[src/rtl/pc_fetch_unit_pkg.sv]
// Shared types and constants for the fetch-stage PC unit and its BTB.
// The BTB types are only used when PC_BTB_EN is defined.
package pc_fetch_pkg;

    typedef enum logic [1:0] {
        BOOT = 2'd0,
        RUN  = 2'd1,
        HOLD = 2'd2
    } fetch_state_t;

    localparam logic [31:0] INSTR_BYTES = 32'd4;

    // The tag is kept right-justified in a 30-bit field. Bits above the real tag width stay zero.
    typedef struct packed {
        logic        valid;
        logic [29:0] tag;
        logic [29:0] target;
    } btb_entry_t;

    function automatic int clog2(input int n);
        int w;
        w = 0;
        for (int i = 0; i < 31; i++) begin
            if ((1 << i) < n) w = i + 1;
        end
        return w;
    endfunction

endpackage

[src/rtl/pc_fetch_unit_if.sv]
// Fetch-unit bus: hazard and EX-stage controls into the PC unit, fetch address out.
// The master modport is the pipeline side. The slave modport is pc_fetch_unit.
interface pc_fetch_unit_if;
    logic        stall_f;
    logic        pc_src_e;
    logic [31:0] pc_target_e;
    logic        btb_wr_e;
    logic [31:0] pc_e;
    logic [31:0] pc_f;
    logic [31:0] pc_plus4_f;
    logic        fetch_valid_f;
    logic        pred_taken_f;
    logic        misalign_f;

    modport master (
        output stall_f, pc_src_e, pc_target_e, btb_wr_e, pc_e,
        input  pc_f, pc_plus4_f, fetch_valid_f, pred_taken_f, misalign_f
    );

    modport slave (
        input  stall_f, pc_src_e, pc_target_e, btb_wr_e, pc_e,
        output pc_f, pc_plus4_f, fetch_valid_f, pred_taken_f, misalign_f
    );
endinterface

[src/rtl/pc_fetch_unit_btb.sv]
// Direct-mapped branch target buffer. Lookup is combinational and writes happen on the clock edge.
// A write and a lookup of the same entry in one cycle returns the old contents.
module pc_btb
    import pc_fetch_pkg::*;
#(
    parameter int ENTRIES = 16
) (
    input  logic        i_clk,
    input  logic        i_rst_n,
    input  logic [31:0] i_lookup_pc,
    output logic        o_hit,
    output logic [31:0] o_target,
    input  logic        i_wr_en,
    input  logic [31:0] i_wr_pc,
    input  logic [31:0] i_wr_target
);

    localparam int IDX = clog2(ENTRIES);

    btb_entry_t        r_mem [ENTRIES];
    logic [IDX-1:0]    w_lk_idx;
    logic [IDX-1:0]    w_wr_idx;
    logic [29:0]       w_lk_tag;
    logic [29:0]       w_wr_tag;
    btb_entry_t        w_rd;
    logic              w_unused_low;

    assign w_lk_idx = i_lookup_pc[IDX+1:2];
    assign w_wr_idx = i_wr_pc[IDX+1:2];
    assign w_lk_tag = 30'(i_lookup_pc[31:2] >> IDX);
    assign w_wr_tag = 30'(i_wr_pc[31:2] >> IDX);

    assign w_rd     = r_mem[w_lk_idx];
    assign o_hit    = w_rd.valid && (w_rd.tag == w_lk_tag);
    assign o_target = {w_rd.target, 2'b00};

    assign w_unused_low = &{1'b0, i_lookup_pc[1:0], i_wr_pc[1:0], i_wr_target[1:0]};

    always_ff @(posedge i_clk or negedge i_rst_n) begin
        if (!i_rst_n) begin
            for (int i = 0; i < ENTRIES; i++) begin
                r_mem[i] <= '0;
            end
        end else if (i_wr_en) begin
            r_mem[w_wr_idx] <= '{valid: 1'b1, tag: w_wr_tag, target: i_wr_target[31:2]};
        end
    end

endmodule

[src/rtl/pc_fetch_unit.sv]
// Fetch-stage PC register with redirect parking across stalls and an optional BTB (PC_BTB_EN).
// Next PC priority: EX redirect > BTB prediction > PC+4.
//
//   state | meaning
//   BOOT  | first cycle after reset release, PC held, fetch not valid
//   RUN   | normal fetch, PC advances unless stalled
//   HOLD  | stalled with a redirect parked in r_pend_tgt
module pc_fetch_unit
    import pc_fetch_pkg::*;
#(
    parameter logic [31:0] RESET_VEC   = 32'h0000_0000,
    parameter int          BTB_ENTRIES = 16
) (
    input  logic            i_clk,
    input  logic            i_rst_n,
    pc_fetch_unit_if.slave  fif
);

    localparam logic [1:0] S_BOOT = 2'(BOOT);
    localparam logic [1:0] S_RUN  = 2'(RUN);
    localparam logic [1:0] S_HOLD = 2'(HOLD);

    logic [1:0]  r_state;
    logic [31:0] r_pc;
    logic [31:0] r_pend_tgt;
    logic        r_misalign;

    logic [1:0]  w_state_nxt;
    logic [31:0] w_pc_nxt;
    logic [31:0] w_pend_nxt;
    logic [31:0] w_redir_raw;
    logic        w_load_redir;
    logic [31:0] w_pc_plus4;
    logic        w_pred_hit;
    logic [31:0] w_pred_tgt;

    assign w_pc_plus4 = r_pc + INSTR_BYTES;

`ifdef PC_BTB_EN
    pc_btb #(
        .ENTRIES     (BTB_ENTRIES)
    ) u_btb (
        .i_clk       (i_clk),
        .i_rst_n     (i_rst_n),
        .i_lookup_pc (r_pc),
        .o_hit       (w_pred_hit),
        .o_target    (w_pred_tgt),
        .i_wr_en     (fif.btb_wr_e),
        .i_wr_pc     (fif.pc_e),
        .i_wr_target (fif.pc_target_e)
    );
`else
    logic w_unused_btb;
    assign w_pred_hit   = 1'b0;
    assign w_pred_tgt   = '0;
    assign w_unused_btb = &{1'b0, fif.btb_wr_e, fif.pc_e, (BTB_ENTRIES > 0)};
`endif

    always_comb begin
        w_state_nxt  = r_state;
        w_pc_nxt     = r_pc;
        w_pend_nxt   = r_pend_tgt;
        w_redir_raw  = fif.pc_target_e;
        w_load_redir = 1'b0;
        case (r_state)
            S_BOOT: w_state_nxt = S_RUN;
            S_RUN: begin
                if (!fif.stall_f) begin
                    if (fif.pc_src_e) w_load_redir = 1'b1;
                    else if (w_pred_hit) w_pc_nxt = w_pred_tgt;
                    else w_pc_nxt = w_pc_plus4;
                end else if (fif.pc_src_e) begin
                    w_pend_nxt  = fif.pc_target_e;
                    w_state_nxt = S_HOLD;
                end
            end
            S_HOLD: begin
                if (fif.stall_f) begin
                    if (fif.pc_src_e) w_pend_nxt = fif.pc_target_e;
                end else begin
                    // A redirect arriving on the release cycle is younger than the parked one.
                    w_load_redir = 1'b1;
                    w_redir_raw  = fif.pc_src_e ? fif.pc_target_e : r_pend_tgt;
                    w_pend_nxt   = '0;
                    w_state_nxt  = S_RUN;
                end
            end
            default: w_state_nxt = S_BOOT;
        endcase
        if (w_load_redir) w_pc_nxt = {w_redir_raw[31:2], 2'b00};
    end

    always_ff @(posedge i_clk or negedge i_rst_n) begin
        if (!i_rst_n) begin
            r_state    <= S_BOOT;
            r_pc       <= RESET_VEC;
            r_pend_tgt <= '0;
            r_misalign <= 1'b0;
        end else begin
            r_state    <= w_state_nxt;
            r_pc       <= w_pc_nxt;
            r_pend_tgt <= w_pend_nxt;
            r_misalign <= w_load_redir && (w_redir_raw[1:0] != 2'b00);
        end
    end

    assign fif.pc_f          = r_pc;
    assign fif.pc_plus4_f    = w_pc_plus4;
    assign fif.fetch_valid_f = (r_state != S_BOOT);
    assign fif.pred_taken_f  = w_pred_hit;
    assign fif.misalign_f    = r_misalign;

endmodule

[src/flat_wrapper.sv]
// flat-port wrapper written by rule: the top's interface ports become plain ports
module pc_fetch_unit_flat import pc_fetch_pkg::*;
#(
    parameter logic [31:0] RESET_VEC   = 32'h0000_0000,
    parameter int          BTB_ENTRIES = 16
)
  (i_clk, i_rst_n, fif_stall_f, fif_pc_src_e, fif_pc_target_e, fif_btb_wr_e, fif_pc_e, fif_pc_f, fif_pc_plus4_f, fif_fetch_valid_f, fif_pred_taken_f, fif_misalign_f);
  pc_fetch_unit_if fif_i ();
  input  logic i_clk;
  input  logic i_rst_n;
  input wire logic [$bits(fif_i.stall_f)-1:0] fif_stall_f;
  input wire logic [$bits(fif_i.pc_src_e)-1:0] fif_pc_src_e;
  input wire logic [$bits(fif_i.pc_target_e)-1:0] fif_pc_target_e;
  input wire logic [$bits(fif_i.btb_wr_e)-1:0] fif_btb_wr_e;
  input wire logic [$bits(fif_i.pc_e)-1:0] fif_pc_e;
  output wire logic [$bits(fif_i.pc_f)-1:0] fif_pc_f;
  output wire logic [$bits(fif_i.pc_plus4_f)-1:0] fif_pc_plus4_f;
  output wire logic [$bits(fif_i.fetch_valid_f)-1:0] fif_fetch_valid_f;
  output wire logic [$bits(fif_i.pred_taken_f)-1:0] fif_pred_taken_f;
  output wire logic [$bits(fif_i.misalign_f)-1:0] fif_misalign_f;
  assign fif_i.stall_f = fif_stall_f;
  assign fif_i.pc_src_e = fif_pc_src_e;
  assign fif_i.pc_target_e = fif_pc_target_e;
  assign fif_i.btb_wr_e = fif_btb_wr_e;
  assign fif_i.pc_e = fif_pc_e;
  assign fif_pc_f = fif_i.pc_f;
  assign fif_pc_plus4_f = fif_i.pc_plus4_f;
  assign fif_fetch_valid_f = fif_i.fetch_valid_f;
  assign fif_pred_taken_f = fif_i.pred_taken_f;
  assign fif_misalign_f = fif_i.misalign_f;
  pc_fetch_unit #(.RESET_VEC(RESET_VEC), .BTB_ENTRIES(BTB_ENTRIES)) u_core (.i_clk(i_clk), .i_rst_n(i_rst_n), .fif(fif_i));
endmodule
[config.mk]
export PLATFORM = sky130hd
export DESIGN_NAME = pc_fetch_unit_flat
export DESIGN_NICKNAME = d
export VERILOG_FILES = /design/src/rtl/pc_fetch_unit_pkg.sv /design/src/rtl/pc_fetch_unit_if.sv /design/src/rtl/pc_fetch_unit_btb.sv /design/src/rtl/pc_fetch_unit.sv /design/src/flat_wrapper.sv
export SDC_FILE = /design/constraint.sdc
export NUM_CORES = 1
export LEC_CHECK = 0
export ABC_AREA = 1
export BUFFER_PORTS_ARGS = -buffer_cell sky130_fd_sc_hd__buf_4
export CORE_MARGIN = 5
export CORE_UTILIZATION = 47
export DETAILED_ROUTE_END_ITERATION = 10
export HOLD_SLACK_MARGIN = 0.1
export PLACE_DENSITY_LB_ADDON = 0.15
export SYNTH_ARGS = -nofsm -noshare
export SYNTH_HDL_FRONTEND = slang
export SYNTH_SLANG_ARGS = --single-unit
[constraint.sdc]
create_clock -name i_clk -period 1.75 [get_ports i_clk]
set_input_delay 0.175 -clock i_clk [delete_from_list [all_inputs] [get_ports i_clk]]
set_output_delay 0.175 -clock i_clk [all_outputs]
set_load 0.05 [all_outputs]
==> results of run 1 <==
per-layer routing:
layer / GRT usage / routed length, um
met4: 0.0992 / 744
met2: 0.471 / 8950
met3: 0.0442 / 1460
met5: 0 / 0
met1: 0.313 / 6680
cells in the final DEF (no fill, tap or decap), types with 3 or more instances in the layout:
cell type,synthesis,routed
buf_12,0,6
buf_4,6,119
buf_6,2,29
buf_8,0,21
clkbuf_1,16,3
clkbuf_16,0,6
clkbuf_8,0,10
conb_1,1,5
dfrtp_1,65,47
dfrtp_2,0,17
dlygate4sd3_1,0,3
ha_4,0,4
inv_1,86,81
inv_2,3,5
nand2_1,272,211
nand2_2,0,40
nand2_4,2,21
nand3_1,56,37
nand3_2,0,18
nor2_1,85,31
nor2_2,0,23
nor2_4,1,32
o21ai_0,82,65
o21ai_1,1,11
o21ai_2,0,4
o21ai_4,1,4
o22ai_1,13,13
or2_2,3,3
xor2_2,0,5
repair_timing:
| action | in CTS | in global routing |
|---|---|---|
| hold buffers | 3 | 0 |
| setup endpoints to repair | 34 | 74 |
| buffers inserted | 21 | 24 |
| pin swaps | 29 | 58 |
| cloned | 2 | 9 |
| gates resized for setup | 92 | 153 |
| endpoints found under the hold margin | 29 | 0 |
through the flow:
stage	total power (uW)	util	hold WS (ns)	TNS [ns]	std cells
finish	13800	0.804	0.106	-8.70	1033
global route	14500	0.804	0.150	-13.86	1033
CTS	12000	0.715	0.104	-5.95	1005
detailed placement	10000	0.634	0.150	-0.379	964
global placement	9850	0.634	0.145	-0.0617	964
floorplan	7710	-	-0.121	-0.732	736
cell usage after synthesis (2+ instances only):
cell type,number,share of area
and2_1,2,0.0028
nand4_1,2,0.0028
or2_2,3,0.0041
nor2_1,85,0.070
o22ai_1,13,0.018
nand2_4,2,0.0050
inv_1,86,0.071
o211ai_1,2,0.0033
o21ai_0,82,0.090
xor2_1,7,0.014
dfrtp_1,65,0.36
nand3_1,56,0.062
buf_1,2,0.0017
ha_1,4,0.011
clkbuf_1,16,0.013
nand2_1,272,0.22
buf_2,8,0.0088
a21oi_1,3,0.0033
buf_4,6,0.0099
inv_2,3,0.0025
buf_6,2,0.0050
power by group through the flow:
stage | Clock, uW | Sequential (uW) | Combinational, uW
2_1_floorplan | 0 | 3490 | 4220
3_3_place_gp | 0 | 2660 | 7190
3_5_place_dp | 0 | 2680 | 7330
4_1_cts | 1300 | 2670 | 8080
5_1_grt | 1370 | 2790 | 10400
6_report | 1300 | 2730 | 9780
cells by family after synthesis:
kind of cell | Yosys count | share of synthesized area
fa+ha+maj | 4 | 0.0110
buf+inv | 125 | 0.114
xor+xnor | 8 | 0.0154
simple gates | 425 | 0.377
other cells | 1 | 0.000826
flops | 65 | 0.358
compound gates | 104 | 0.123
tightest hold or removal path: stages:
cell	delay, ns
buf_4	0.09
o211ai_1	0.09
nand3_1	0.07
final timing paths:
kind / start / endpoint / slack, ns / depth (start not counted)
min in group asynchronous: i_rst_n / u_core.r_pend_tgt[23] / 0.33 / 2
worst max register to register: u_core.r_state[0] / u_core.fif.pc_f[17] / -0.13 / 13
worst min register to register: u_core.r_pend_tgt[0] / u_core.r_pend_tgt[0] / 0.52 / 2
max in group asynchronous: i_rst_n / u_core.fif.pc_f[2] / 0.85 / 3
worst max-delay path: u_core.fif.pc_f[11] / fif_pc_plus4_f[27] / -0.40 / 9
worst min-delay path: fif_pc_target_e[4] / u_core.fif.pc_f[4] / 0.11 / 3
registers in the layout (all words and copies together) (netlist names):
name and count:
u_core.fif.misalign_f 1, u_core.r_state 2, u_core.fif.pc_f 30, u_core.r_pend_tgt 32
layout make-up:
| cell class | count | area share |
|---|---|---|
| Multi-Input combinational cell | 546 | 0.432 |
| Inverter | 91 | 0.0492 |
| Timing Repair Buffer | 186 | 0.252 |
| Clock inverter | 3 | 0.00534 |
| Sequential cell | 65 | 0.220 |
| Clock buffer | 13 | 0.0198 |
| Tap cell | 129 | 0.0215 |
==> impl_metrics.py, run 1 <==
metrics = {
    "run_status": {
        "status": "finished with violations",
        "violations": "negative setup slack",
    },
    "cells_and_area": {
        "regArea_mm2": 0.00165,
        "drive_above_1_share": 0.425,
        "areaGrowthSynthToFinish_pct": 65.3,
        "num-fill-cells": 614,
        "multiInputGateArea_mm2": 0.00324,
        "finalNetCount": 972,
        "antenna_cells": 0,
        "fin_area_mm2": 0.00750,
    },
    "yosys": {
        "synth_edf_count": 0,
        "synth_flop_cell": "dfrtp_1",
        "synth-seq-cells": 65,
        "async_flop_share": 1.00,
        "yosysSeqAreaShare": 0.358,
        "yosysWarnings": 0,
        "yosysUniqueCellTypes": 32,
        "synth.avg_cell_area_um2": 6.20,
        "synth_cells": 732,
        "synth_area_mm2": 0.00454,
    },
    "floorplan": {
        "rows": 35,
        "start_util": 0.487,
        "design.portCount": 136,
        "coreArea_mm2": 0.00933,
        "die_y_um": 108,
        "die_x_um": 108,
        "die_area_mm2": 0.0117,
    },
    "grt": {
        "grt_usage": 0.262,
        "grt_max_degree": 41,
        "grt.overflow.total": 0,
        "grt_pass1_vias": 5267,
        "grt_antenna_before_repair": 0,
        "grt_pass1_wl_um": 24400,
    },
    "flow_run": {
        "cap_violations": 0,
    },
    "setup_path": {
        "slowest_stage": "dfrtp_2",
        "crit_path_end_kind": "primary output",
        "cp_cell_sequence": "nand2_1 -> nor2_2 -> buf_4 -> nand2_1 -> nor2_1 -> nand2_1 -> nand2_2 -> nand2_4 -> buf_8",
        "worstPathRequired_ns": 1.57,
        "crit_top_cell": "nand2_1",
        "crit_family": "simple AND/OR/NAND/NOR gates",
        "arrival_ns": 1.98,
        "critPathMaxStageDelay_ns": 0.44,
        "path_max_fanout": 6,
        "path_class": "reg2out",
        "critPathLaunchType": "register",
        "path_buf_inv": 2,
    },
    "cts": {
        "clock-sinks": 65,
        "clk-insertion-delay-late_ns": 0.35,
        "root_buffer": "clkbuf_8",
        "htreeDepth": 3,
        "cts_tree": "done",
        "cts_buffers": 9,
        "clk_pin_slew_ns": 0.08,
        "cts_buffer_depth": 2,
    },
    "route": {
        "wl_per_cell_um": 17.3,
        "drt-total-wl_um": 17800,
        "detail_route.iter0.violations": 579,
        "viasPerCell": 5.52,
        "dr.pass1.iters": 5,
        "drc": 0,
        "postRouteAntennaNets": 0,
        "num_vias": 5702,
    },
    "worst_hold_path": {
        "hp-class": "in2reg",
    },
    "power": {
        "powerDensity_mw_per_mm2": 1840,
        "leakage_uw": 0.00368,
        "switching_share": 0.517,
        "clockPowerShare": 0.094,
        "vdd_drop_max_mv": 1.91,
        "internal_power_uw": 6680,
        "power.switching_uw": 7130,
        "p_seq_frac": 0.198,
        "p_comb_frac": 0.708,
    },
    "timing": {
        "rsz0062_at_grt": "true",
        "finalSetupViolations": 51,
        "fin_crit_sh": 1.23,
        "finClkSkew_ns": 0.0112,
        "layout_setup_ws_ns": -0.402,
        "fmax_ghz": 0.465,
        "hold_viol_final": 0,
        "maxSlewViolCount": 0,
        "fin_crit_ns": 2.15,
    },
    "placement": {
        "dp_slack_ns": -0.0816,
        "gp_congestion": 0.892,
        "dp_hpwl_um": 10100,
        "portBuffers": 97,
        "dpl_cell_area_mm2": 0.00591,
    },
}
No activity file was read; power rests on OpenSTA's default activity.
==> run 2, diff against run 1 <==
==> constraint.sdc (replaced) <==
create_clock -name i_clk -period 1.75 [get_ports i_clk]
set_input_delay 0.0875 -clock i_clk [delete_from_list [all_inputs] [get_ports i_clk]]
set_output_delay 0.0875 -clock i_clk [all_outputs]
set_load 0.05 [all_outputs]
==> impl_metrics.py, run 2 (synthesized netlist as in run 1, its figures left out) <==
metrics = {
    "floorplan": {
        "coreArea_mm2": 0.00933,
        "die_area_mm2": 0.0117,
        "die_y_um": 108,
        "design.portCount": 136,
        "start_util": 0.487,
        "rows": 35,
        "die_x_um": 108,
    },
    "timing": {
        "finalSetupViolations": 44,
        "fin_crit_sh": 1.20,
        "whs_ns": 0.122,
        "rsz0062_at_grt": "true",
        "finClkSkew_ns": 0.0113,
        "maxSlewViolCount": 0,
        "hold_viol_final": 0,
        "fmax_ghz": 0.477,
        "layout_setup_ws_ns": -0.345,
        "fin_crit_ns": 2.10,
    },
    "cells_and_area": {
        "largest_reg_flops": 32,
        "finalNetCount": 977,
        "areaGrowthSynthToFinish_pct": 65.3,
        "layout_commonest_cell": "nand2_1",
        "mostFrequentLayoutCells": "nand2_1, buf_4, inv_1, o21ai_0, nand2_2",
        "drive_above_1_share": 0.435,
        "regMostFlops": "u_core.r_pend_tgt",
        "antenna_cells": 0,
    },
    "power": {
        "powerDensity_mw_per_mm2": 1860,
        "vdd_drop_max_mv": 2.06,
        "leakage_uw": 0.00366,
    },
    "grt": {
        "grt_pass1_wl_um": 24400,
        "grt_usage": 0.261,
        "grt_pass1_vias": 5197,
        "grt.overflow.total": 0,
        "grt_antenna_before_repair": 0,
        "grt_max_degree": 63,
    },
    "setup_path": {
        "r2r_start": "u_core.r_state[0]",
        "arrival_ns": 2.01,
        "path_class": "reg2out",
        "critPathLaunchType": "register",
        "cp-startpoint": "u_core.fif.pc_f[5]",
        "path_max_fanout": 6,
        "crit_path_end_kind": "primary output",
        "worstPathRequired_ns": 1.66,
    },
    "route": {
        "dr.pass1.iters": 8,
        "num_vias": 5892,
        "drt-total-wl_um": 18500,
        "postRouteAntennaNets": 0,
        "viasPerCell": 5.68,
        "wl_per_cell_um": 17.8,
        "drc": 0,
        "detail_route.iter0.violations": 575,
    },
    "cts": {
        "clk-insertion-delay-late_ns": 0.36,
        "root_buffer": "clkbuf_8",
        "clock-sinks": 65,
        "cts_buffers": 9,
        "cts_tree": "done",
        "cts_buffer_depth": 2,
        "clk_pin_slew_ns": 0.09,
        "htreeDepth": 3,
    },
    "placement": {
        "gp_congestion": 0.876,
        "portBuffers": 97,
        "dp_hpwl_um": 10000,
        "dp_slack_ns": 0.0215,
    },
    "worst_hold_path": {
        "worstHoldStart": "fif_pc_target_e[21]",
        "hp-class": "in2reg",
    },
    "run_status": {
        "violations": "negative setup slack",
        "status": "finished with violations",
    },
    "flow_run": {
        "cap_violations": 0,
    },
}
run 2: repair_timing:
item / in CTS / in global routing
setup buffers: 26 / 24
gates cloned: 0 / 10
hold endpoints to repair: 69 / 0
gates resized for setup: 102 / 168
endpoints found under the setup margin: 25 / 83
pin swaps: 24 / 44
hold buffers: 5 / 0
run 2: metrics by stage:
step           area, um2  setup TNS [ns]  std cells   util  total power (uW)
6_report            7500           -5.31       1038  0.804             14000
5_1_grt             7500           -9.14       1038  0.804             14700
4_1_cts             6580           -2.07       1006  0.706             11900
3_5_place_dp        5780               0        959  0.620              9810
3_3_place_gp        5780               0        959  0.620              9640
2_1_floorplan       4780           -1.05        736      -              7630
run 2: final timing paths:
check	endpoint	slack, ns	cells past startpoint
min reg2reg	u_core.r_pend_tgt[1]	0.51	2
max	fif_pc_plus4_f[17]	-0.35	7
min	u_core.r_pend_tgt[21]	0.12	5
max in group asynchronous	u_core.fif.pc_f[2]	0.99	3
max reg2reg	u_core.fif.pc_f[15]	-0.15	12
min in group asynchronous	u_core.fif.pc_f[15]	0.23	2
run 2: layout make-up:
| type | count | area (um2) |
|---|---|---|
| multi-input combinational | 547 | 3250 |
| timing repair buffer | 188 | 1860 |
| fill | 580 | 1820 |
| sequential | 65 | 1650 |
| inverter | 91 | 364 |
| tap | 129 | 161 |
| clock buffer | 10 | 138 |
| clock inverter | 6 | 67.6 |
| timing repair inverter | 2 | 13.8 |
run 2: power breakdown:
group          switching, uW  leakage, uW  total [uW]  internal [uW]
Combinational           6130      0.00275        9890           3750
Clock                    687    0.0000985        1390            699
Sequential               517     0.000805        2680           2170
run 2: critical path, cell delays in order (launching register included):
cell     delay, ns
dfrtp_2       0.43
nand2_1       0.15
nor2_1        0.24
nand2_4       0.13
nor2_4        0.22
nand2_1       0.16
nand2_2       0.16
buf_8         0.16
run 2: per-layer routing:
| metal | vias up | wire length [um] | global-route usage | part of all wire |
|---|---|---|---|---|
| met5 | - | 0 | 0 | 0 |
| met4 | 0 | 1040 | 0.111 | 0.056 |
| met3 | 97 | 1520 | 0.0388 | 0.082 |
| met2 | 398 | 9110 | 0.452 | 0.49 |
| met1 | 2767 | 6860 | 0.323 | 0.37 |
| li1 | 2630 | - | - | - |
